[src/rtl/alu_operand_stage_if.sv]
`default_nettype none
// ============================================================================
//  Module   : alu_operand_stage_if
//  Brief    : Decode-side, forwarding and ALU-side signal bundle for the
//             ID/EX operand stage. The master modport is the surrounding
//             pipeline (decode, forwarding sources, execute); the slave
//             modport is the operand stage itself.
//  Revision : 1.0 - initial release
// ============================================================================
interface alu_operand_stage_if #(
    parameter int N = 32,
    parameter int A = 5
);
    // Decode side
    logic         in_valid;
    logic         in_ready;
    logic [N-1:0] in_rs1_data;
    logic [N-1:0] in_rs2_data;
    logic [A-1:0] in_rs1_addr;
    logic [A-1:0] in_rs2_addr;
    logic [A-1:0] in_rd_addr;
    logic [N-1:0] in_imm;
    logic         in_use_imm;
    logic [3:0]   in_alu_op;
    logic         in_reg_write;
    logic         flush;
    // Forwarding sources
    logic         ex_fwd_en;
    logic [A-1:0] ex_fwd_rd;
    logic [N-1:0] ex_fwd_data;
    logic         wb_fwd_en;
    logic [A-1:0] wb_fwd_rd;
    logic [N-1:0] wb_fwd_data;
    // ALU side
    logic         out_valid;
    logic         out_ready;
    logic [N-1:0] read_data_1;
    logic [N-1:0] read_data_2;
    logic [3:0]   OpCode;
    logic [A-1:0] out_rd_addr;
    logic         out_reg_write;

    modport master (
        output in_valid, in_rs1_data, in_rs2_data, in_rs1_addr, in_rs2_addr,
               in_rd_addr, in_imm, in_use_imm, in_alu_op, in_reg_write, flush,
               ex_fwd_en, ex_fwd_rd, ex_fwd_data,
               wb_fwd_en, wb_fwd_rd, wb_fwd_data, out_ready,
        input  in_ready, out_valid, read_data_1, read_data_2, OpCode,
               out_rd_addr, out_reg_write
    );

    modport slave (
        input  in_valid, in_rs1_data, in_rs2_data, in_rs1_addr, in_rs2_addr,
               in_rd_addr, in_imm, in_use_imm, in_alu_op, in_reg_write, flush,
               ex_fwd_en, ex_fwd_rd, ex_fwd_data,
               wb_fwd_en, wb_fwd_rd, wb_fwd_data, out_ready,
        output in_ready, out_valid, read_data_1, read_data_2, OpCode,
               out_rd_addr, out_reg_write
    );
endinterface
`default_nettype wire

[src/rtl/alu_operand_stage.sv]
`default_nettype none
// ============================================================================
//  Module   : alu_operand_stage
//  Brief    : ID/EX pipeline register in front of the ALU. Captures decoded
//             operands with forwarding applied, re-forwards them on the way
//             out, and refreshes held operands while stalled so a producer
//             that retires during the stall is never lost.
//  Revision : 1.0 - initial release
// ============================================================================
module alu_operand_stage #(
    parameter int N = 32,
    parameter int A = 5
) (
    input  wire logic          clk,
    input  wire logic          rst_n,
    alu_operand_stage_if.slave bus
);

    // EX/MEM result beats MEM/WB; register x0 is never forwarded.
    function automatic logic [N-1:0] fwd_value(
        input logic [A-1:0] addr,
        input logic [N-1:0] base,
        input logic         ex_en,
        input logic [A-1:0] ex_rd,
        input logic [N-1:0] ex_data,
        input logic         wb_en,
        input logic [A-1:0] wb_rd,
        input logic [N-1:0] wb_data
    );
        logic [N-1:0] result;
        result = base;
        if (ex_en && (ex_rd == addr) && (addr != '0)) begin
            result = ex_data;
        end else if (wb_en && (wb_rd == addr) && (addr != '0)) begin
            result = wb_data;
        end
        return result;
    endfunction

    logic         valid_q,     valid_d;
    logic [A-1:0] rs1_addr_q,  rs1_addr_d;
    logic [A-1:0] rs2_addr_q,  rs2_addr_d;
    logic [N-1:0] rs1_data_q,  rs1_data_d;
    logic [N-1:0] rs2_data_q,  rs2_data_d;
    logic [N-1:0] imm_q,       imm_d;
    logic         use_imm_q,   use_imm_d;
    logic [3:0]   alu_op_q,    alu_op_d;
    logic [A-1:0] rd_addr_q,   rd_addr_d;
    logic         reg_write_q, reg_write_d;

    logic         w_in_ready;
    logic         w_load;
    logic         w_xfer;
    logic [N-1:0] w_load_rs1;
    logic [N-1:0] w_load_rs2;
    logic [N-1:0] w_out_rs1;
    logic [N-1:0] w_out_rs2;

    assign w_in_ready = !valid_q || bus.out_ready;
    assign w_load     = bus.in_valid && w_in_ready && !bus.flush;
    assign w_xfer     = valid_q && bus.out_ready;

    assign w_load_rs1 = fwd_value(bus.in_rs1_addr, bus.in_rs1_data,
                                  bus.ex_fwd_en, bus.ex_fwd_rd, bus.ex_fwd_data,
                                  bus.wb_fwd_en, bus.wb_fwd_rd, bus.wb_fwd_data);
    assign w_load_rs2 = fwd_value(bus.in_rs2_addr, bus.in_rs2_data,
                                  bus.ex_fwd_en, bus.ex_fwd_rd, bus.ex_fwd_data,
                                  bus.wb_fwd_en, bus.wb_fwd_rd, bus.wb_fwd_data);
    assign w_out_rs1  = fwd_value(rs1_addr_q, rs1_data_q,
                                  bus.ex_fwd_en, bus.ex_fwd_rd, bus.ex_fwd_data,
                                  bus.wb_fwd_en, bus.wb_fwd_rd, bus.wb_fwd_data);
    assign w_out_rs2  = fwd_value(rs2_addr_q, rs2_data_q,
                                  bus.ex_fwd_en, bus.ex_fwd_rd, bus.ex_fwd_data,
                                  bus.wb_fwd_en, bus.wb_fwd_rd, bus.wb_fwd_data);

    // Next state: flush beats load, load beats drain, a stall refreshes operands.
    always_comb begin
        valid_d     = valid_q;
        rs1_addr_d  = rs1_addr_q;
        rs2_addr_d  = rs2_addr_q;
        rs1_data_d  = rs1_data_q;
        rs2_data_d  = rs2_data_q;
        imm_d       = imm_q;
        use_imm_d   = use_imm_q;
        alu_op_d    = alu_op_q;
        rd_addr_d   = rd_addr_q;
        reg_write_d = reg_write_q;
        if (bus.flush) begin
            valid_d = 1'b0;
        end else if (w_load) begin
            valid_d     = 1'b1;
            rs1_addr_d  = bus.in_rs1_addr;
            rs2_addr_d  = bus.in_rs2_addr;
            rs1_data_d  = w_load_rs1;
            rs2_data_d  = w_load_rs2;
            imm_d       = bus.in_imm;
            use_imm_d   = bus.in_use_imm;
            alu_op_d    = bus.in_alu_op;
            rd_addr_d   = bus.in_rd_addr;
            reg_write_d = bus.in_reg_write;
        end else if (w_xfer) begin
            valid_d = 1'b0;
        end else if (valid_q) begin
            rs1_data_d = w_out_rs1;
            rs2_data_d = w_out_rs2;
        end
    end

    // Pipeline register with asynchronous clear of all stored fields.
    always_ff @(posedge clk or negedge rst_n) begin
        if (!rst_n) begin
            valid_q     <= 1'b0;
            rs1_addr_q  <= '0;
            rs2_addr_q  <= '0;
            rs1_data_q  <= '0;
            rs2_data_q  <= '0;
            imm_q       <= '0;
            use_imm_q   <= 1'b0;
            alu_op_q    <= '0;
            rd_addr_q   <= '0;
            reg_write_q <= 1'b0;
        end else begin
            valid_q     <= valid_d;
            rs1_addr_q  <= rs1_addr_d;
            rs2_addr_q  <= rs2_addr_d;
            rs1_data_q  <= rs1_data_d;
            rs2_data_q  <= rs2_data_d;
            imm_q       <= imm_d;
            use_imm_q   <= use_imm_d;
            alu_op_q    <= alu_op_d;
            rd_addr_q   <= rd_addr_d;
            reg_write_q <= reg_write_d;
        end
    end

    assign bus.in_ready      = w_in_ready;
    assign bus.out_valid     = valid_q;
    assign bus.read_data_1   = w_out_rs1;
    assign bus.read_data_2   = use_imm_q ? imm_q : w_out_rs2;
    assign bus.OpCode        = alu_op_q;
    assign bus.out_rd_addr   = rd_addr_q;
    assign bus.out_reg_write = reg_write_q;

endmodule
`default_nettype wire

[src/flat_wrapper.sv]
// flat-port wrapper written by rule: the top's interface ports become plain ports
module alu_operand_stage_flat 
#(
    parameter int N = 32,
    parameter int A = 5
)
  (clk, rst_n, bus_in_valid, bus_in_rs1_data, bus_in_rs2_data, bus_in_rs1_addr, bus_in_rs2_addr, bus_in_rd_addr, bus_in_imm, bus_in_use_imm, bus_in_alu_op, bus_in_reg_write, bus_flush, bus_ex_fwd_en, bus_ex_fwd_rd, bus_ex_fwd_data, bus_wb_fwd_en, bus_wb_fwd_rd, bus_wb_fwd_data, bus_out_ready, bus_in_ready, bus_out_valid, bus_read_data_1, bus_read_data_2, bus_OpCode, bus_out_rd_addr, bus_out_reg_write);
  alu_operand_stage_if #(.N(N), .A(A)) bus_i ();
  input  wire logic clk;
  input  wire logic rst_n;
  input wire logic [$bits(bus_i.in_valid)-1:0] bus_in_valid;
  input wire logic [$bits(bus_i.in_rs1_data)-1:0] bus_in_rs1_data;
  input wire logic [$bits(bus_i.in_rs2_data)-1:0] bus_in_rs2_data;
  input wire logic [$bits(bus_i.in_rs1_addr)-1:0] bus_in_rs1_addr;
  input wire logic [$bits(bus_i.in_rs2_addr)-1:0] bus_in_rs2_addr;
  input wire logic [$bits(bus_i.in_rd_addr)-1:0] bus_in_rd_addr;
  input wire logic [$bits(bus_i.in_imm)-1:0] bus_in_imm;
  input wire logic [$bits(bus_i.in_use_imm)-1:0] bus_in_use_imm;
  input wire logic [$bits(bus_i.in_alu_op)-1:0] bus_in_alu_op;
  input wire logic [$bits(bus_i.in_reg_write)-1:0] bus_in_reg_write;
  input wire logic [$bits(bus_i.flush)-1:0] bus_flush;
  input wire logic [$bits(bus_i.ex_fwd_en)-1:0] bus_ex_fwd_en;
  input wire logic [$bits(bus_i.ex_fwd_rd)-1:0] bus_ex_fwd_rd;
  input wire logic [$bits(bus_i.ex_fwd_data)-1:0] bus_ex_fwd_data;
  input wire logic [$bits(bus_i.wb_fwd_en)-1:0] bus_wb_fwd_en;
  input wire logic [$bits(bus_i.wb_fwd_rd)-1:0] bus_wb_fwd_rd;
  input wire logic [$bits(bus_i.wb_fwd_data)-1:0] bus_wb_fwd_data;
  input wire logic [$bits(bus_i.out_ready)-1:0] bus_out_ready;
  output wire logic [$bits(bus_i.in_ready)-1:0] bus_in_ready;
  output wire logic [$bits(bus_i.out_valid)-1:0] bus_out_valid;
  output wire logic [$bits(bus_i.read_data_1)-1:0] bus_read_data_1;
  output wire logic [$bits(bus_i.read_data_2)-1:0] bus_read_data_2;
  output wire logic [$bits(bus_i.OpCode)-1:0] bus_OpCode;
  output wire logic [$bits(bus_i.out_rd_addr)-1:0] bus_out_rd_addr;
  output wire logic [$bits(bus_i.out_reg_write)-1:0] bus_out_reg_write;
  assign bus_i.in_valid = bus_in_valid;
  assign bus_i.in_rs1_data = bus_in_rs1_data;
  assign bus_i.in_rs2_data = bus_in_rs2_data;
  assign bus_i.in_rs1_addr = bus_in_rs1_addr;
  assign bus_i.in_rs2_addr = bus_in_rs2_addr;
  assign bus_i.in_rd_addr = bus_in_rd_addr;
  assign bus_i.in_imm = bus_in_imm;
  assign bus_i.in_use_imm = bus_in_use_imm;
  assign bus_i.in_alu_op = bus_in_alu_op;
  assign bus_i.in_reg_write = bus_in_reg_write;
  assign bus_i.flush = bus_flush;
  assign bus_i.ex_fwd_en = bus_ex_fwd_en;
  assign bus_i.ex_fwd_rd = bus_ex_fwd_rd;
  assign bus_i.ex_fwd_data = bus_ex_fwd_data;
  assign bus_i.wb_fwd_en = bus_wb_fwd_en;
  assign bus_i.wb_fwd_rd = bus_wb_fwd_rd;
  assign bus_i.wb_fwd_data = bus_wb_fwd_data;
  assign bus_i.out_ready = bus_out_ready;
  assign bus_in_ready = bus_i.in_ready;
  assign bus_out_valid = bus_i.out_valid;
  assign bus_read_data_1 = bus_i.read_data_1;
  assign bus_read_data_2 = bus_i.read_data_2;
  assign bus_OpCode = bus_i.OpCode;
  assign bus_out_rd_addr = bus_i.out_rd_addr;
  assign bus_out_reg_write = bus_i.out_reg_write;
  alu_operand_stage #(.N(N), .A(A)) u_core (.clk(clk), .rst_n(rst_n), .bus(bus_i));
endmodule
[config.mk]
export PLATFORM = sky130hd
export DESIGN_NAME = alu_operand_stage_flat
export DESIGN_NICKNAME = d
export VERILOG_FILES = /design/src/rtl/alu_operand_stage_if.sv /design/src/rtl/alu_operand_stage.sv /design/src/flat_wrapper.sv
export SDC_FILE = /design/constraint.sdc
export NUM_CORES = 1
export LEC_CHECK = 0
export ABC_AREA = 1
export CORE_MARGIN = 3
export CORE_UTILIZATION = 30
export CTS_BUF_LIST = sky130_fd_sc_hd__clkbuf_4 sky130_fd_sc_hd__clkbuf_8
export CTS_CLUSTER_DIAMETER = 30
export DETAILED_ROUTE_END_ITERATION = 16
export PLACE_DENSITY = 0.64
export REMOVE_ABC_BUFFERS = 1
export SLEW_MARGIN = 20
export SYNTH_ARGS = -nofsm -noshare
export SYNTH_HDL_FRONTEND = slang
export SYNTH_SLANG_ARGS = --single-unit
[constraint.sdc]
create_clock -name clk -period 1.6 [get_ports clk]
set_clock_uncertainty 0.15 [all_clocks]
set_input_delay 0.24 -clock clk [delete_from_list [all_inputs] [get_ports clk]]
set_output_delay 0.24 -clock clk [all_outputs]
set_load 0.01 [all_outputs]
After elaboration in Yosys (flattened, before gate mapping)
Index checks and enable logic that the tools add are counted.
{"block": "word_totals", "output_inout_bits": 76, "register_bits": 118}
{"block": "op_classes", "reduce_logical": 30, "muxes": 18, "bitwise_logic": 1, "eq_ne": 9}
{"operator": "$mux W32", "n": 15}
{"operator": "$eq A5 B5 Y1", "n": 8}
{"operator": "$reduce_bool A5 Y1", "n": 4}
{"operator": "$logic_and A1 B1 Y1", "n": 19}
{"operator": "$mux W1", "n": 3}
{"operator": "$reduce_and A3 Y1", "n": 1}
{"operator": "$reduce_bool A3 Y1", "n": 1}
{"operator": "$logic_not A1 Y1", "n": 2}
{"operator": "$ne A2 B1 Y1 const B", "n": 1}
{"operator": "$reduce_and A2 Y1", "n": 1}
{"operator": "$reduce_bool A2 Y1", "n": 1}
{"operator": "$logic_or A1 B1 Y1", "n": 1}
{"operator": "$not A1 Y1", "n": 1}

Depth between registers and ports, before layout
Gate-level depths: netlist (run 1).
{"block": "logic_depth", "word_depth": 8, "ltp_mapped": 14}

Least setup slack after synthesis (run 1)
No wires, ideal clock.
{"block": "synth_timing", "path_type": "register -> output", "from": "reg u_core.rs2_addr_q[1]", "to": "out bus_read_data_2[10]", "n_path_buf": 1, "stages_incl_launch_ff": 11, "path_slack_ns": -0.222, "arrival_time_ns": 1.432, "path_cell_list": "dfrtp_1 > inv_1 > nand3_1 > nor2_2 > nor2_1 > nand2_1 > inv_2 > buf_2 > nand2_1 > nand2_1 > o21ai_1"}
{"block": "synth_between", "elab_chain_len": 6, "word_cells_on_any_way": 10, "classes_between": "eq/ne: 2; mux: 3; reduce/logical: 5"}
{"item": "from (decl)", "line_no": "alu_operand_stage.sv:42", "source": "logic [A-1:0] rs2_addr_q, rs2_addr_d;"}
{"item": "from (signal assigned)", "line_no": "alu_operand_stage.sv:125", "source": "rs2_addr_q <= rs2_addr_d;"}
{"item": "$eq A5 B5 Y1", "line_no": "alu_operand_stage.sv:34", "source": "end else if (wb_en && (wb_rd == addr) && (addr != '0)) begin"}
{"item": "$logic_and A1 B1 Y1 (2 in a row)", "line_no": "alu_operand_stage.sv:34"}
{"item": "$mux W32", "line_no": "alu_operand_stage.sv:34"}
{"item": "$mux W32 *", "line_no": "alu_operand_stage.sv:32", "source": "if (ex_en && (ex_rd == addr) && (addr != '0)) begin"}
{"item": "$mux W32 *", "line_no": "alu_operand_stage.sv:139", "source": "assign bus.read_data_2 = use_imm_q ? imm_q : w_out_rs2;"}
{"item": "to (decl)", "line_no": "flat_wrapper.sv:32", "source": "output wire logic [$bits(bus_i.read_data_2)-1:0] bus_read_data_2;"}
Mark *: on every way between the ends. The rest lies on a longest branch, timed or not.

Worst setup path in the final report (run 1)
{"block": "layout_timing", "from": "reg u_core.rs1_addr_q[3]", "to": "reg u_core.rs1_data_q[21]"}
{"block": "layout_between", "elab_chain_len": 8, "word_cells_on_any_way": 12, "classes_between": "eq/ne: 2; mux: 5; reduce/logical: 5"}
{"item": "from (decl)", "line_no": "alu_operand_stage.sv:41", "source": "logic [A-1:0] rs1_addr_q, rs1_addr_d;"}
{"item": "from (signal assigned)", "line_no": "alu_operand_stage.sv:124", "source": "rs1_addr_q <= rs1_addr_d;"}
{"item": "$eq A5 B5 Y1", "line_no": "alu_operand_stage.sv:34"}
{"item": "$logic_and A1 B1 Y1 (2 in a row)", "line_no": "alu_operand_stage.sv:34"}
{"item": "$mux W32", "line_no": "alu_operand_stage.sv:34"}
{"item": "$mux W32 *", "line_no": "alu_operand_stage.sv:32"}
{"item": "$mux W32 *", "line_no": "alu_operand_stage.sv:103", "source": "end else if (valid_q) begin"}
{"item": "$mux W32 *", "line_no": "alu_operand_stage.sv:101", "source": "end else if (w_xfer) begin"}
{"item": "$mux W32 *", "line_no": "alu_operand_stage.sv:90", "source": "end else if (w_load) begin"}
{"item": "to (signal assigned)", "line_no": "alu_operand_stage.sv:126", "source": "rs1_data_q <= rs1_data_d;"}
{"item": "to (decl)", "line_no": "alu_operand_stage.sv:43", "source": "logic [N-1:0] rs1_data_q, rs1_data_d;"}
Mark *: on every way between the ends. The rest lies on a longest branch, timed or not. The select of a mux whose other input is x is not followed.
A chain may end at the register's enable or synchronous reset.

==> impl_metrics.env, run 1 <==
export IMPL_gp_congestion=0.8854
export IMPL_dieHeight_um=185.8
export IMPL_yosysMostFrequentCell="nand2_1"
export IMPL_drive_gt1_share_pct=32.15
export IMPL_yosys_top_cells_count="nand2_1 (801), nand3_1 (390), dfrtp_1 (118), inv_1 (89), buf_2 (73)"
export IMPL_vias_per_cell=5.414
export IMPL_dr_pass1_iters=8
export IMPL_async_reset_ff_share_pct=100.0
export IMPL_fmax_mhz=362.5
export IMPL_seqPwrFrac_pct=27.1
export IMPL_relSlewSlack_pct=74.29
export IMPL_yosysUniqueCellTypes=20
export IMPL_hold_violations=0
export IMPL_ys_seq_area_share_pct=30.45
export IMPL_synth_main_ff_cell="dfrtp_1"
export IMPL_dp_hpwl_mm=32.11
export IMPL_cts_buffers_inserted=17
export IMPL_crit_type="register to register"
export IMPL_rr_endpoint="u_core.rs1_data_q[21]"
export IMPL_synth_area_leader_cell="nand2_1"
export IMPL_worst_r2r_path_depth=21
export IMPL_p_sw_share_pct=39.39
export IMPL_final_cell_area_sq_um=17420
export IMPL_clock_root_buffer="clkbuf_8"
export IMPL_ir_worst_vdd_uv=489.7
export IMPL_initial_core_util_pct=30.58
export IMPL_r2r_setup_slack_ns=-1.16
export IMPL_pre_cts_slack_ns=-1.364
export IMPL_ys_ff_latch=118
export IMPL_worstReg2RegStart="u_core.rs1_addr_q[3]"
export IMPL_power_frac_clock_pct=21.6
export IMPL_crit_path_end_kind="register"
export IMPL_synthToLayoutAreaGrowth_pct=79.65
export IMPL_rsz0062_at_grt="true"
export IMPL_synth_area_sq_um=9698
export IMPL_slew_violations=0
export IMPL_post_dp_cell_area_sq_um=14320
export IMPL_crit_required_ns=1.81
export IMPL_syn_mean_instance_area_sq_um=5.762
export IMPL_grtUsageTotal_pct=27.60
export IMPL_drc=0
export IMPL_clkTransAtPathRegs_ns=0.08
export IMPL_core_area_sq_um=31720
export IMPL_status="finished, violations left"
export IMPL_grt_max_degree=60
export IMPL_syn_inst=1683
export IMPL_routed_wl_mm=51.66
export IMPL_drt_iter0_markers=1597
export IMPL_synthDominantCellAreaShare_pct=31.00
export IMPL_die_w_um=185.8
export IMPL_cts_tree="done"
export IMPL_synth_area_leaders="nand2_1 (31%), dfrtp_1 (30%), nand3_1 (20%)"
export IMPL_nFillCells=2967
export IMPL_cp_arrival_ns=2.97
export IMPL_wire_per_inst_um=20.14
export IMPL_clock_latency_ns=0.47
export IMPL_period_minus_slack_ns=2.759
export IMPL_p_leak_nw=9.240
export IMPL_p_comb_share_pct=51.3
export IMPL_tightest_slew_ns=0.3856
export IMPL_grt_pass1_wl_mm=73.69
export IMPL_crit_fanout=15
export IMPL_synth_edf_count=0
export IMPL_htree_levels=4
export IMPL_hp_class="input pin to async pin"
export IMPL_std_cell_rows=65
export IMPL_clkSinkCount=118
export IMPL_timing_final_crit_share_pct=172.4
export IMPL_fin_setup_tns_ns=-94.56
export IMPL_antenna_found_initial=1
export IMPL_io_pins=274
export IMPL_maxCapViolCount=0
export IMPL_nets=2347
export IMPL_p_sw_mw=5.846
export IMPL_violations="negative setup slack"
export IMPL_io_buffers=273
export IMPL_yosys_warnings=0
export IMPL_cp_start_kind="register"
export IMPL_cts_buffer_depth=2
export IMPL_p_int_mw=8.994
export IMPL_grt_ovfl_total=0
export IMPL_drtAntennaViolNets=0
export IMPL_grt_pass1_vias=13230
export IMPL_setup_viol=138
export IMPL_dieArea_sq_um=34520
export IMPL_worst_slack_ns=-1.159
export IMPL_power_density_nw_per_um2=851.8
export IMPL_vias=13890
[what timing repair did]
action,in CTS,in global routing
cloned,9,10
resized for setup,468,264
setup endpoints to repair,161,181
endpoints found under the hold margin,118,0
setup buffers,55,33
hold buffers,1,0
pin swaps,73,90
[routing by layer]
| metal | up-vias | wire, um | GRT usage, % |
|---|---|---|---|
| li1 | 6336 | - | - |
| met1 | 6403 | 20330 | 35.26 |
| met2 | 925 | 23510 | 44.87 |
| met3 | 222 | 5191 | 5.921 |
| met4 | 2 | 2618 | 12.42 |
| met5 | - | 9 | 0 |
[worst max path at each step]
stage | slack [ns] | to | start
after global routing | -1.24 | u_core.rs1_data_q[21] | u_core.rs1_addr_q[3]
after global placement | -1.36 | bus_read_data_2[14] | bus_ex_fwd_rd[2]
final | -1.16 | u_core.rs1_data_q[21] | u_core.rs1_addr_q[3]
after detailed placement | -1.36 | bus_read_data_2[14] | bus_ex_fwd_rd[2]
after CTS | -1.10 | bus_read_data_2[19] | u_core.rs2_addr_q[3]
after floorplan | -4.87 | u_core.bus.out_valid | u_core.bus.out_valid
[through the flow]
stage | cells | hold slack [ns] | util, % | power [mW]
after floorplan | 1571 | -0.2056 | - | 6.612
after global routing | 2564 | 0.02089 | 54.92 | 15.61
after global placement | 2435 | -0.05636 | 45.14 | 9.680
final | 2565 | 0.01513 | 54.93 | 14.84
after CTS | 2532 | 0.005819 | 50.60 | 13.84
after detailed placement | 2435 | -0.05521 | 45.14 | 9.757
[cell usage in the layout (no fill, tap or decap), drive strengths merged, types with 30 or more instances in the layout]
| master | n |
|---|---|
| a21oi | 36 |
| and2 | 32 |
| buf | 343 |
| clkbuf | 30 |
| clkdlybuf4s50 | 189 |
| dfrtp | 118 |
| inv | 105 |
| nand2 | 802 |
| nand3 | 390 |
| o21ai | 48 |
[state kept, by name, indices dropped and copies added, names as in the netlist]
| signal | flops |
|---|---|
| u_core.bus.out_rd_addr | 5 |
| u_core.imm_q | 32 |
| u_core.rs2_data_q | 32 |
| u_core.rs2_addr_q | 5 |
| u_core.bus.OpCode | 4 |
| u_core.bus.out_valid | 1 |
| u_core.rs1_addr_q | 5 |
| u_core.bus.out_reg_write | 1 |
| u_core.rs1_data_q | 32 |
| u_core.use_imm_q | 1 |
[logic make-up (layout without fill, tap and decap cells)]
| logic type | Yosys count | count (layout) | share of synthesized area, % |
|---|---|---|---|
| compound gates | 89 | 89 | 4.722 |
| flops | 118 | 118 | 30.45 |
| buf+inv | 217 | 696 | 9.341 |
| xor+xnor | 2 | 2 | 0.1807 |
| other cells | 0 | 1 | 0 |
| simple gates | 1257 | 1257 | 55.31 |
[area by class of cell]
class | instances | area, sq um | area share, %
multi-input combinational | 1348 | 7283 | 41.80
timing repair buffer | 559 | 5838 | 33.51
sequential | 118 | 2955 | 16.96
tap | 402 | 503.0 | 2.887
inverter | 105 | 405.4 | 2.327
clock buffer | 21 | 289.0 | 1.659
clock inverter | 11 | 146.4 | 0.8402
antenna | 1 | 2.502 | 0.01436
[worst max-delay path, cell delays in order (launching register included)]
cell	delay [ns]
dfrtp_1	0.42
buf_6	0.13
nand2_2	0.06
nand2_2	0.06
inv_4	0.05
nand2_4	0.05
nor2_4	0.16
buf_6	0.14
nand2_8	0.07
buf_12	0.17
nand2_2	0.09
nand3_4	0.08
buf_6	0.12
buf_4	0.12
buf_4	0.12
buf_4	0.12
buf_4	0.12
buf_4	0.12
nand3_2	0.04
nand2_1	0.07
nand2_1	0.09
nand2_1	0.07
[power groups by stage]
stage,Clock [mW],Combinational [mW],Sequential (mW)
finish,3.20,7.62,4.02
global route,3.34,8.19,4.08
CTS,3.23,6.68,3.93
detailed placement,0,5.80,3.96
global placement,0,5.74,3.94
floorplan,0,2.67,3.94
(Power assumes the default switching activity.)
==> run 2: changes to the inputs <==
CORE_MARGIN = default   (was 3)
clock period = 2.35 ns   (was 1.6 ns; I/O delays follow)
==> run 2 against run 1 <==
The flow still finishes with violations (negative setup slack). Total power decreased by 33%. Final cell count decreased by 1.3%. Setup slack improved by 0.67 ns. First-iteration DRC count decreased by 17%. Highest routed layer is now met4. Clock-buffer cell count decreased by 3. Sequential share of layout area increased by 0.34 points. Via count decreased by 3.9%. Flip-flop and latch count unchanged. Combinational power decreased by 37%.
==> impl_metrics.env, run 2 (synthesized netlist as in run 1, its figures left out) <==
export IMPL_violations="negative setup slack"
export IMPL_clock_latency_ns=0.47
export IMPL_nets=2313
export IMPL_fin_hold_ws_ns=0.2394
export IMPL_max_stage_delay_ns=0.43
export IMPL_cp_cell_sequence="buf_6, buf_6, nand2_2, o211ai_1, nor2_2, nand2_4, clkinv_8, clkbuf_16, nand2_4, nand2_1, o21ai_1, buf_2"
export IMPL_reg_largest_list="u_core.imm_q (32), u_core.rs1_data_q (32), u_core.rs2_data_q (32)"
export IMPL_crit_type="register to output port"
export IMPL_p_int_mw=6.069
export IMPL_period_minus_slack_ns=2.842
export IMPL_dr_pass1_iters=6
export IMPL_clkTransAtPathRegs_ns=0.10
export IMPL_timing_final_crit_share_pct=121.0
export IMPL_ir_worst_vdd_uv=371.3
export IMPL_routed_wl_mm=49.00
export IMPL_drtAntennaViolNets=0
export IMPL_initial_core_util_pct=30.58
export IMPL_worst_r2r_path_depth=14
export IMPL_grt_ovfl_total=0
export IMPL_grt_pass1_wl_mm=73.05
export IMPL_worstReg2RegStart="u_core.rs2_addr_q[1]"
export IMPL_vias=13340
export IMPL_grt_max_degree=90
export IMPL_setup_viol=64
export IMPL_dp_hpwl_mm=30.95
export IMPL_fin_cells=2531
export IMPL_final_cell_area_sq_um=17080
export IMPL_dieHeight_um=181.8
export IMPL_grtUsageMet1_pct=34.61
export IMPL_p_sw_share_pct=38.78
export IMPL_fmax_mhz=351.8
export IMPL_p_leak_nw=8.918
export IMPL_dp_cells=2422
export IMPL_dieArea_sq_um=33050
export IMPL_p_total_mw=9.913
export IMPL_cp_start_kind="register"
export IMPL_rr_endpoint="u_core.rs2_data_q[6]"
export IMPL_grtUsageTotal_pct=28.61
export IMPL_multiInputGateArea_sq_um=7183
export IMPL_cp_arrival_ns=2.34
export IMPL_worst_slack_ns=-0.4924
export IMPL_vias_per_cell=5.271
export IMPL_grt_use_met2_pct=47.60
export IMPL_hp_class="input pin to async pin"
export IMPL_synthToLayoutAreaGrowth_pct=76.14
export IMPL_mostFrequentLayoutCells="nand2_1 (700), nand3_1 (284), clkdlybuf4s50_1 (203), buf_4 (155), dfrtp_1 (116)"
export IMPL_final_core_util_pct=53.86
export IMPL_crit_required_ns=1.85
export IMPL_nFillCells=3047
export IMPL_r2r_setup_slack_ns=0.08
export IMPL_grt_pass1_vias=13240
export IMPL_status="finished, violations left"
export IMPL_power_frac_clock_pct=23.9
export IMPL_tightest_slew_ns=0.5246
export IMPL_slew_violations=0
export IMPL_p_comb_share_pct=48.6
export IMPL_crit_slowest_cell="dfrtp_1"
export IMPL_io_buffers=273
export IMPL_die_w_um=181.8
export IMPL_hold_violations=0
export IMPL_io_pins=274
export IMPL_cts_buffers_inserted=17
export IMPL_final_common_cell="nand2_1"
export IMPL_crit_fanout=7
export IMPL_maxCapViolCount=0
export IMPL_htree_levels=4
export IMPL_drc=0
export IMPL_relSlewSlack_pct=65.02
export IMPL_p_sw_mw=3.844
export IMPL_drive_gt1_share_pct=30.03
export IMPL_crit_path_end_kind="output port"
export IMPL_crit_buf_inv=5
export IMPL_clock_root_buffer="clkbuf_8"
export IMPL_wire_per_inst_um=19.36
export IMPL_antenna_found_initial=1
export IMPL_drt_iter0_markers=1328
export IMPL_clkSinkCount=118
export IMPL_cp_top_family="buffers and inverters"
export IMPL_gp_congestion=0.8752
export IMPL_cts_buffer_depth=2
export IMPL_std_cell_rows=65
export IMPL_power_density_nw_per_um2=580.3
export IMPL_busiest_layer="met2"
export IMPL_core_area_sq_um=31720
export IMPL_cts_tree="done"
export IMPL_grt_use_met3_pct=6.217
export IMPL_seqPwrFrac_pct=27.5
export IMPL_rsz0062_at_grt="true"
export IMPL_post_dp_cell_area_sq_um=14260
export IMPL_seq_area_sq_um=2955
[run 2: changes by cell type in the layout (fill, tap and decap cells not counted), sizes merged, moves of 4 or more]
cell           previous run  this run
buf                     343       301
clkdlybuf4s15             0         6
dlymetal6s2s             17         2
clkbuf                   30        26
clkdlybuf4s50           189       203
[run 2: cell type report]
| cell class | count | area share [%] |
|---|---|---|
| flip-flops and latches | 118 | 17.30 |
| diodes | 1 | 0.01465 |
| well taps | 402 | 2.944 |
| multi-input cells | 1348 | 42.05 |
| clock inverters | 14 | 1.304 |
| clock buffers | 18 | 1.450 |
| repair buffers | 525 | 32.54 |
| inverters | 105 | 2.395 |
[run 2: layer usage]
layer / share of wire, % / routed length [um]
met2: 46 / 22730
met3: 8.8 / 4301
met5: 0 / 0
met4: 4.6 / 2272
met1: 40 / 19690
[run 2: worst register-to-register path: stages, from the launching register on]
cell and delay (ns):
dfrtp_1 0.44, buf_6 0.14, buf_6 0.10, nand2_2 0.04
o211ai_1 0.10, nor2_2 0.17, nand2_4 0.18, clkinv_8 0.16
buf_12 0.16, nand2_1 0.09, buf_4 0.14, nand3_1 0.07
nand2_1 0.06, nand2_1 0.09, nand2_1 0.06
[run 2: worst max-delay path by stage]
stage,start,endpoint,slack [ns],cells after the start
after floorplan,u_core.bus.out_valid,u_core.bus.out_valid,-4.12,4
after global placement,bus_wb_fwd_rd[3],bus_read_data_2[31],-0.82,13
after detailed placement,bus_wb_fwd_rd[0],bus_read_data_2[31],-0.85,11
after CTS,u_core.rs2_addr_q[1],bus_read_data_2[20],-0.48,13
after global routing,u_core.rs2_addr_q[1],bus_read_data_2[7],-0.61,12
final,u_core.rs2_addr_q[1],bus_read_data_2[26],-0.49,12
[run 2: power by group through the flow]
stage	Clock [mW]	Combinational [mW]	Sequential (mW)
after floorplan	0	1.82	2.68
after global placement	0	3.85	2.68
after detailed placement	0	3.89	2.69
after CTS	2.40	4.51	2.70
after global routing	2.47	5.22	2.78
final	2.37	4.82	2.73
[run 2: stage by stage]
| step | TNS, ns | setup WS (ns) |
|---|---|---|
| global placement | -56.60 | -0.8194 |
| floorplan | -465.46 | -4.117 |
| detailed placement | -59.28 | -0.8513 |
| global route | -33.84 | -0.6082 |
| finish | -27.06 | -0.4924 |
| CTS | -27.45 | -0.4837 |
[run 2: timing repair]
item                                   CTS  global route
endpoints found under the hold margin   44             0
setup endpoints to repair               64            68
buffers inserted                        62            16
pin swaps                               64            63
hold buffers                             1             0
cloned                                  13             8
gates resized for setup                488           186
